==> config.mk <==
export PLATFORM = sky130hd
export DESIGN_NAME = wb_queue
export DESIGN_NICKNAME = d
export VERILOG_FILES = /design/src/rtl/wb_queue.sv
export SDC_FILE = /design/constraint.sdc
export NUM_CORES = 1
export LEC_CHECK = 0
export ABC_AREA = 1
export CORE_MARGIN = 5
export CORE_UTILIZATION = 44
export DETAILED_ROUTE_END_ITERATION = 10
export SLEW_MARGIN = 0
export SYNTH_ARGS = -nofsm -noshare
export SYNTH_HDL_FRONTEND = slang
export SYNTH_SLANG_ARGS = --single-unit
export TNS_END_PERCENT = 10
==> constraint.sdc <==
create_clock -name clk -period 15.3 [get_ports clk]
set_input_delay 2.295 -clock clk [delete_from_list [all_inputs] [get_ports clk]]
set_output_delay 2.295 -clock clk [all_outputs]
set_load 0.02 [all_outputs]
==> src/rtl/wb_queue.sv <==
// wb_queue: in-order writeback queue between execute and the register file; load entries wait for memory data.
// Latency: an ALU entry accepted at edge k is retired at edge k+1; a load filled at edge m is retired at edge m+1.
// Backpressure: in_ready = (count < DEPTH) from registered count only; mem_rvalid cannot be stalled.
//
// Ports: clk/rst (async active-high); in_valid/in_ready/in_rd/in_data/in_is_load producer side;
//        mem_rvalid/mem_rdata in-order load returns; rf_wen/rf_waddr/rf_wdata register file write port;
//        raddr_a/busy_a, raddr_b/busy_b hazard query; mem_err sticky unexpected-return flag.
// Optional: define WB_QUEUE_BYPASS_EN to add fwd_a/fwd_b and fwd_data_a/fwd_data_b forwarding outputs.
module wb_queue #(
    parameter int DEPTH = 4
) (
    input  logic        clk,
    input  logic        rst,
    input  logic        in_valid,
    output logic        in_ready,
    input  logic [4:0]  in_rd,
    input  logic [31:0] in_data,
    input  logic        in_is_load,
    input  logic        mem_rvalid,
    input  logic [31:0] mem_rdata,
    output logic        rf_wen,
    output logic [4:0]  rf_waddr,
    output logic [31:0] rf_wdata,
    input  logic [4:0]  raddr_a,
    output logic        busy_a,
    input  logic [4:0]  raddr_b,
    output logic        busy_b,
    output logic        mem_err
`ifdef WB_QUEUE_BYPASS_EN
    ,
    output logic        fwd_a,
    output logic        fwd_b,
    output logic [31:0] fwd_data_a,
    output logic [31:0] fwd_data_b
`endif
);

    localparam int AW = (DEPTH > 1) ? $clog2(DEPTH) : 1;
    localparam int CW = AW + 1;

    logic [4:0]    rd_q   [DEPTH];
    logic [31:0]   data_q [DEPTH];
    logic [DEPTH-1:0] dv_q;

    logic [AW-1:0] head_q, head_d;
    logic [AW-1:0] tail_q, tail_d;
    logic [CW-1:0] count_q, count_d;
    logic          rf_wen_q, rf_wen_d;
    logic [4:0]    rf_waddr_q, rf_waddr_d;
    logic [31:0]   rf_wdata_q, rf_wdata_d;
    logic          mem_err_q, mem_err_d;

    logic          push, retire, fill;
    logic          fill_hit;
    logic [AW-1:0] fill_idx;
    logic [AW-1:0] scan_idx;

    assign in_ready = (count_q < CW'(DEPTH));
    assign push     = in_valid && in_ready;
    assign retire   = (count_q != '0) && dv_q[head_q];

    // Fill pointer: oldest valid entry still waiting for load data, found by
    // walking from head. Only registered state is scanned, so an entry being
    // pushed this cycle can never be the fill target.
    always_comb begin
        fill_hit = 1'b0;
        fill_idx = head_q;
        scan_idx = head_q;
        for (int k = 0; k < DEPTH; k++) begin
            scan_idx = head_q + AW'(k);
            if (!fill_hit && (CW'(k) < count_q) && !dv_q[scan_idx]) begin
                fill_hit = 1'b1;
                fill_idx = scan_idx;
            end
        end
    end

    assign fill = mem_rvalid && fill_hit;

    always_comb begin
        head_d     = head_q;
        tail_d     = tail_q;
        count_d    = count_q + CW'(push) - CW'(retire);
        rf_wen_d   = 1'b0;
        rf_waddr_d = rf_waddr_q;
        rf_wdata_d = rf_wdata_q;
        mem_err_d  = mem_err_q || (mem_rvalid && !fill_hit);
        if (push) begin
            tail_d = tail_q + AW'(1);
        end
        if (retire) begin
            head_d     = head_q + AW'(1);
            rf_wen_d   = (rd_q[head_q] != 5'd0);
            rf_waddr_d = rd_q[head_q];
            rf_wdata_d = data_q[head_q];
        end
    end

    always_ff @(posedge clk or posedge rst) begin
        if (rst) begin
            head_q     <= '0;
            tail_q     <= '0;
            count_q    <= '0;
            rf_wen_q   <= 1'b0;
            rf_waddr_q <= '0;
            rf_wdata_q <= '0;
            mem_err_q  <= 1'b0;
            dv_q       <= '0;
            for (int i = 0; i < DEPTH; i++) begin
                rd_q[i]   <= '0;
                data_q[i] <= '0;
            end
        end else begin
            head_q     <= head_d;
            tail_q     <= tail_d;
            count_q    <= count_d;
            rf_wen_q   <= rf_wen_d;
            rf_waddr_q <= rf_waddr_d;
            rf_wdata_q <= rf_wdata_d;
            mem_err_q  <= mem_err_d;
            // tail is never a valid entry when push is allowed, so it cannot
            // collide with fill_idx.
            if (push) begin
                rd_q[tail_q]   <= in_rd;
                data_q[tail_q] <= in_data;
                dv_q[tail_q]   <= !in_is_load;
            end
            if (fill) begin
                data_q[fill_idx] <= mem_rdata;
                dv_q[fill_idx]   <= 1'b1;
            end
        end
    end

    assign rf_wen   = rf_wen_q;
    assign rf_waddr = rf_waddr_q;
    assign rf_wdata = rf_wdata_q;
    assign mem_err  = mem_err_q;

`ifdef WB_QUEUE_BYPASS_EN
    typedef struct packed {
        logic        hit;
        logic        dv;
        logic [31:0] data;
    } match_t;

    // Youngest producer of ra: the output register is older than every queue
    // entry, and entries are walked oldest to youngest so later hits win.
    function automatic match_t youngest_match(input logic [4:0] ra);
        match_t        m;
        logic [AW-1:0] idx;
        m = '0;
        if (rf_wen_q && (rf_waddr_q == ra)) begin
            m.hit  = 1'b1;
            m.dv   = 1'b1;
            m.data = rf_wdata_q;
        end
        for (int k = 0; k < DEPTH; k++) begin
            idx = head_q + AW'(k);
            if ((CW'(k) < count_q) && (rd_q[idx] == ra)) begin
                m.hit  = 1'b1;
                m.dv   = dv_q[idx];
                m.data = data_q[idx];
            end
        end
        return m;
    endfunction

    match_t match_a, match_b;
    assign match_a    = youngest_match(raddr_a);
    assign match_b    = youngest_match(raddr_b);
    assign busy_a     = (raddr_a != 5'd0) && match_a.hit && !match_a.dv;
    assign busy_b     = (raddr_b != 5'd0) && match_b.hit && !match_b.dv;
    assign fwd_a      = (raddr_a != 5'd0) && match_a.hit && match_a.dv;
    assign fwd_b      = (raddr_b != 5'd0) && match_b.hit && match_b.dv;
    assign fwd_data_a = match_a.data;
    assign fwd_data_b = match_b.data;
`else
    function automatic logic any_match(input logic [4:0] ra);
        logic          h;
        logic [AW-1:0] idx;
        h = rf_wen_q && (rf_waddr_q == ra);
        for (int k = 0; k < DEPTH; k++) begin
            idx = head_q + AW'(k);
            if ((CW'(k) < count_q) && (rd_q[idx] == ra)) begin
                h = 1'b1;
            end
        end
        return h;
    endfunction

    assign busy_a = (raddr_a != 5'd0) && any_match(raddr_a);
    assign busy_b = (raddr_b != 5'd0) && any_match(raddr_b);
`endif

endmodule

Yosys cells after proc, flatten, opt, wreduce, memory -nomap -nowiden
Index checks and enable logic that the tools add are counted.
W data, S select, Z words.

cells by class
  muxes and demuxes = 57
  order comparisons = 21
  bitwise logic cells = 7
  reduce and logical (&&, ||, !) cells = 41
  $add $sub $neg = 6
  equality and inequality tests = 10

operators by type and width
  operator               count
  $bwmux W128            2
  $mux W128              2
  $demux W32 S2          2
  $mux W32               4
  $bmux W32 S2           1
  $eq A5 B5 Y1           10
  $mux W5                9
  $bmux W5 S2            4
  $logic_and A1 B1 Y1    27
  $bwmux W20             1
  $mux W1                19
  $ge A3 B3 Y1 const B   6
  $lt A2 B3 Y1 const B   6
  $not A2 Y3             6
  $reduce_bool A5 Y1     3
  $demux W5 S2           1
  $logic_not A1 Y1       9
  $bmux W1 S2            4
  $mux W4                2
  $lt A1 B3 Y1 const A   2
  $lt A2 B3 Y1 const A   2
  $lt A3 B1 Y1 const B   2
  $mux W2                3
  $add A2 B1 Y2 const B  2
  other kinds (10)       13

storage, ports and cells
  word-level logic and storage cells = 158
  register bits = 198
  bits of input ports = 84

Longest topological paths before layout
  depth after elaboration = 24
  mapped depth = 17
  gate-level depth less buffers = 14

Worst setup path before layout
No wires, ideal clock.

  path kind = input-to-output
  start point = input port raddr_a[0]
  end point = output port busy_a
  arrival = 3.301 ns
  stages on the path = 9
  path slack = 9.704 ns
  data required time = 13.005 ns
  buffers on the path = 1
  cells stage by stage = clkbuf_1 -> inv_1 -> nand3_1 -> nand2_1 -> a21oi_1 -> nand3_1 -> nand2_1 -> nor2_1 -> nor2_1

between the ends
  word-level cells in the longest chain between the ends = 7
  elaborated cells on any way between the ends = 16

ends and longest elaborated chain
  what                                    RTL line  source
  start: declaration                      24        input logic [4:0] raddr_a,
  $eq A5 B5 Y1 (on tied branches)         182, 185
  $logic_and A1 B1 Y1 (on tied branches)  182, 185
  $mux W1 (4 in series)                   185       if ((CW'(k) < count_q) && (rd_q[idx] == ra)) begin
  $logic_and A1 B1 Y1 *                   192       assign busy_a = (raddr_a != 5'd0) && any_match(raddr_a);
  end: declaration                        25        output logic busy_a,

Every way passes the cells marked *; elsewhere a longest branch is shown, timed or not.

Worst setup path in the final report
  start point = register head_q[1]
  end point = output port busy_b

between the ends
  word-level cells in the longest chain between the ends = 11
  elaborated cells on any way between the ends = 32

ends and longest elaborated chain
  what                                                             RTL line  source
  start: declaration                                               45        logic [AW-1:0] head_q, head_d;
  start signal: assignment                                         101       head_q <= '0;
  start signal: assignment                                         114       head_q <= head_d;
  $add A2 B1 Y2 or $not A2 Y3 (tied branches)                      184, 185
  $not A2 Y3 (implied by the code) or $bmux W5 S2 (tied branches)  185
  $bmux W5 S2 or $mux W5 (tied branches)                           185
  $mux W5 (implied by the code)                                    185
  $mux W5 (implied by the code) or $eq A5 B5 Y1 (tied branches)    185
  $eq A5 B5 Y1 or $logic_and A1 B1 Y1 (tied branches)              185
  $logic_and A1 B1 Y1 or $mux W1 (tied branches)                   185
  $mux W1 (2 in series)                                            185
  $mux W1 *                                                        185
  $logic_and A1 B1 Y1 *                                            193       assign busy_b = (raddr_b != 5'd0) && any_match(raddr_b);
  end: declaration                                                 27        output logic busy_b,

Every way passes the cells marked *; elsewhere a longest branch is shown, timed or not. The select of a mux whose other input is x is not followed.

==> summary.txt <==
Hold path
  • Hold Crit Class: register to register
  • Min-Delay Endpoint: rf_wdata[3]
  • Worst Hold Path Cells: 2
  • Hold_sp: rf_wdata[3]

CTS
  • Clock transition at the registers of the reported paths: 0.07 ns
  • H-tree levels: 4
  • Root Driver: clkbuf_16
  • Post-CTS Resized: 0
  • Num CTS Buffers: 17
  • Clock sinks: 198
  • CTS tree: done
  • Clock Path Buffers: 2
  • Hold buffer count at CTS: 0
  • Postcts setup bufs: 0
  • Clk_lat worst skew: 0.44 ns

Cells and area
  • Core Util, Final: 51.7%
  • Sequential cell area: 4960 sq um
  • Layout fillers: 2683
  • Layout area overhead: 15.3%
  • Number of diodes: 0
  • Layout cell share with drive strength beyond 1: 4.00%
  • Multi-input logic area: 5890 sq um
  • Final non-filler cell area: 13600 sq um
  • Final net count: 1854
  • Fin cells: 2109

Synth
  • Synth top area cells: dfrtp_1 (42%), nand2_1 (24%), nand3_1 (11%)
  • Area share of the largest cell type after synthesis: 42.2%
  • Synth Flop Type: dfrtp_1
  • Yosys cell types: 32
  • Register bit total from synthesis: 198
  • Sequential fraction of the synthesis area: 42.2%
  • Syn Area/Cell: 6.82 sq um
  • Syn_nets: 1817
  • Synth area leader: dfrtp_1
  • Post-synth top cells: nand2_1 (738), nand3_1 (265), dfrtp_1 (198)
  • Count leader, synth: nand2_1
  • Post-Syn Instances: 1724
  • Synth warn: 0
  • Post-Syn Area: 11800 sq um
  • Fraction of registers with async set/reset: 100%
  • Number of synthesized flops with an enable pin: 0

Outcome
  • Status: finished, final reports clean

Floorplan
  • Die ar.: 30100 sq um
  • Core area: 26200 sq um
  • # rows: 59
  • # IOs: 126
  • Initial core utilization: 44.8%
  • Die Wd: 173 um
  • Die Y: 173 um

Critical path
  • Crit path DAT: 4.59 ns
  • FF-to-FF End: data_q[30]
  • FF-to-FF Start: head_q[1]
  • Setup CP Type: register to output port
  • Worst setup SP type: register
  • Worst-path fanout max: 82
  • Data required, critical path: 13.01 ns
  • Critical Path End Type: output port
  • Reg2Reg Depth: 15
  • R2R setup slack: 10.03 ns

Detailed routing
  • Vias per cell: 5.48
  • DRC viols: 0
  • ANT nets after route: 0
  • Vias after detailed routing: 11600
  • Drt pass-1 iters: 5
  • Wire length per cell: 18.2 um
  • Number of DRC markers in iteration 0: 1077
  • Drt total wl: 38.3 mm

Global route
  • Antenna violations before repair: 0
  • Remaining Overflow, GRT: 0
  • First-pass GRT wire length: 61.6 mm
  • GRT Total Usage: 25.2%
  • Vias in the first global route: 11200
  • Pin count of the biggest net entering global routing: 133

Power
  • LEAKAGE: 6.87 nW
  • Max VDD drop: 0.304 mV
  • Power Dens Cells: 258 nW/um^2

Flow run
  • MaxCap Viol Count: 0

Place
  • HPWL after detailed placement: 22.3 mm
  • Placed cells: 2077
  • Dpl ws: 8.68 ns
  • GP Congestion: 0.943
  • Area post-placement: 13000 sq um
  • Port Buf Inserts: 125

Timing
  • Fin. max-slew vios: 0
  • Min cycle time layout: 6.89 ns
  • Max-slew headroom: 23.6%
  • Fmax: 145 MHz
  • Slew @ Worst Pin: 1.14 ns
  • PnR worst setup slack: 8.41 ns
  • Tcrit/Tclk final: 45.0%
  • Clock skew: 0.0197 ns
  • Endpoints failing hold: 0
  • Setup-failing EPs final: 0
  • Setup TNS: 0 ns
  • Unrepaired setup endpoints after global routing: false
-- worst max-delay path: stages (launching register included) --
cell and delay (ns):
dfrtp_2 0.35, buf_4 0.78, inv_2 0.75, nand2_1 0.20, nand2_1 0.29, o21ai_0 0.55
o21ai_0 0.14, nor2_1 0.11, nand3_1 0.11, nand2_1 0.07, nor2_1 0.04, nor2_1 0.12
clkdlybuf4s50_1 0.63
-- worst max-delay path by stage --
stage	startpoint	to	slack (ns)	depth (start not counted)
after floorplan	rst	count_q[0]	7.61	1
after detailed placement	raddr_a[0]	busy_a	8.68	10
final	head_q[1]	busy_b	8.41	12
after global routing	head_q[1]	busy_b	8.10	14
after global placement	raddr_a[0]	busy_a	8.68	10
after CTS	head_q[1]	busy_b	8.46	14
-- cells by family (layout without fill, tap and decap cells) --
group / count (synthesis) / in the layout / share of synthesized area [%]
and+or+nand+nor: 1088 / 1088 / 38.8
AOI/OAI and AO/OA: 213 / 213 / 9.37
buffers and inverters: 206 / 256 / 7.94
DFF: 198 / 198 / 42.2
adders and majority gates: 9 / 9 / 1.02
xor gates and xnor gates: 10 / 10 / 0.745
-- report_power, final --
part | total [mW] | leakage, nW | switching [mW] | internal (mW)
clock | 0.459 | 0.287 | 0.234 | 0.225
combinational | 2.11 | 4.11 | 1.50 | 0.616
sequential | 0.928 | 2.47 | 0.148 | 0.780
-- stage by stage --
stage / hold slack [ns] / power (mW)
floorplan: 0.453 / 2.44
global placement: 0.462 / 3.02
detailed placement: 0.464 / 3.03
CTS: 0.488 / 3.50
global route: 0.501 / 3.81
finish: 0.482 / 3.50
-- metal layers --
metal,global-route usage [%],up-vias,wire length [um]
li1,-,5669,-
met1,34.5,5366,16700
met2,41.5,471,18100
met3,3.95,53,2790
met4,7.48,0,681
met5,0,-,0
-- layout make-up --
class	count	share of cell area, %
clock buffer	19	3.27
clock inverter	13	1.13
inverter	85	2.41
multi-input combinational	1320	43.5
sequential	198	36.6
tap	335	3.09
timing repair buffer	139	10.0
-- state kept, by name, indices dropped and copies added, names as in the netlist --
signal    count
count_q       3
data_q      128
dv_q          4
head_q        2
mem_err       1
rd_q         20
rf_waddr      5
rf_wdata     32
rf_wen        1
tail_q        2
-- placed cells by master (no fill, tap or decap), drive strengths merged --
master / instances
a21oi: 8
a221oi: 2
a31o: 1
and2: 1
buf: 14
clkbuf: 19
clkdlybuf4s50: 125
clkinv: 8
clkinvlp: 1
dfrtp: 198
fa: 1
ha: 8
inv: 89
nand2: 741
nand3: 267
nand4: 38
nor2: 38
nor3: 2
o211ai: 7
o21ai: 193
o22ai: 2
or2: 1
xnor2: 2
xor2: 8
(Power assumes the default switching activity.)
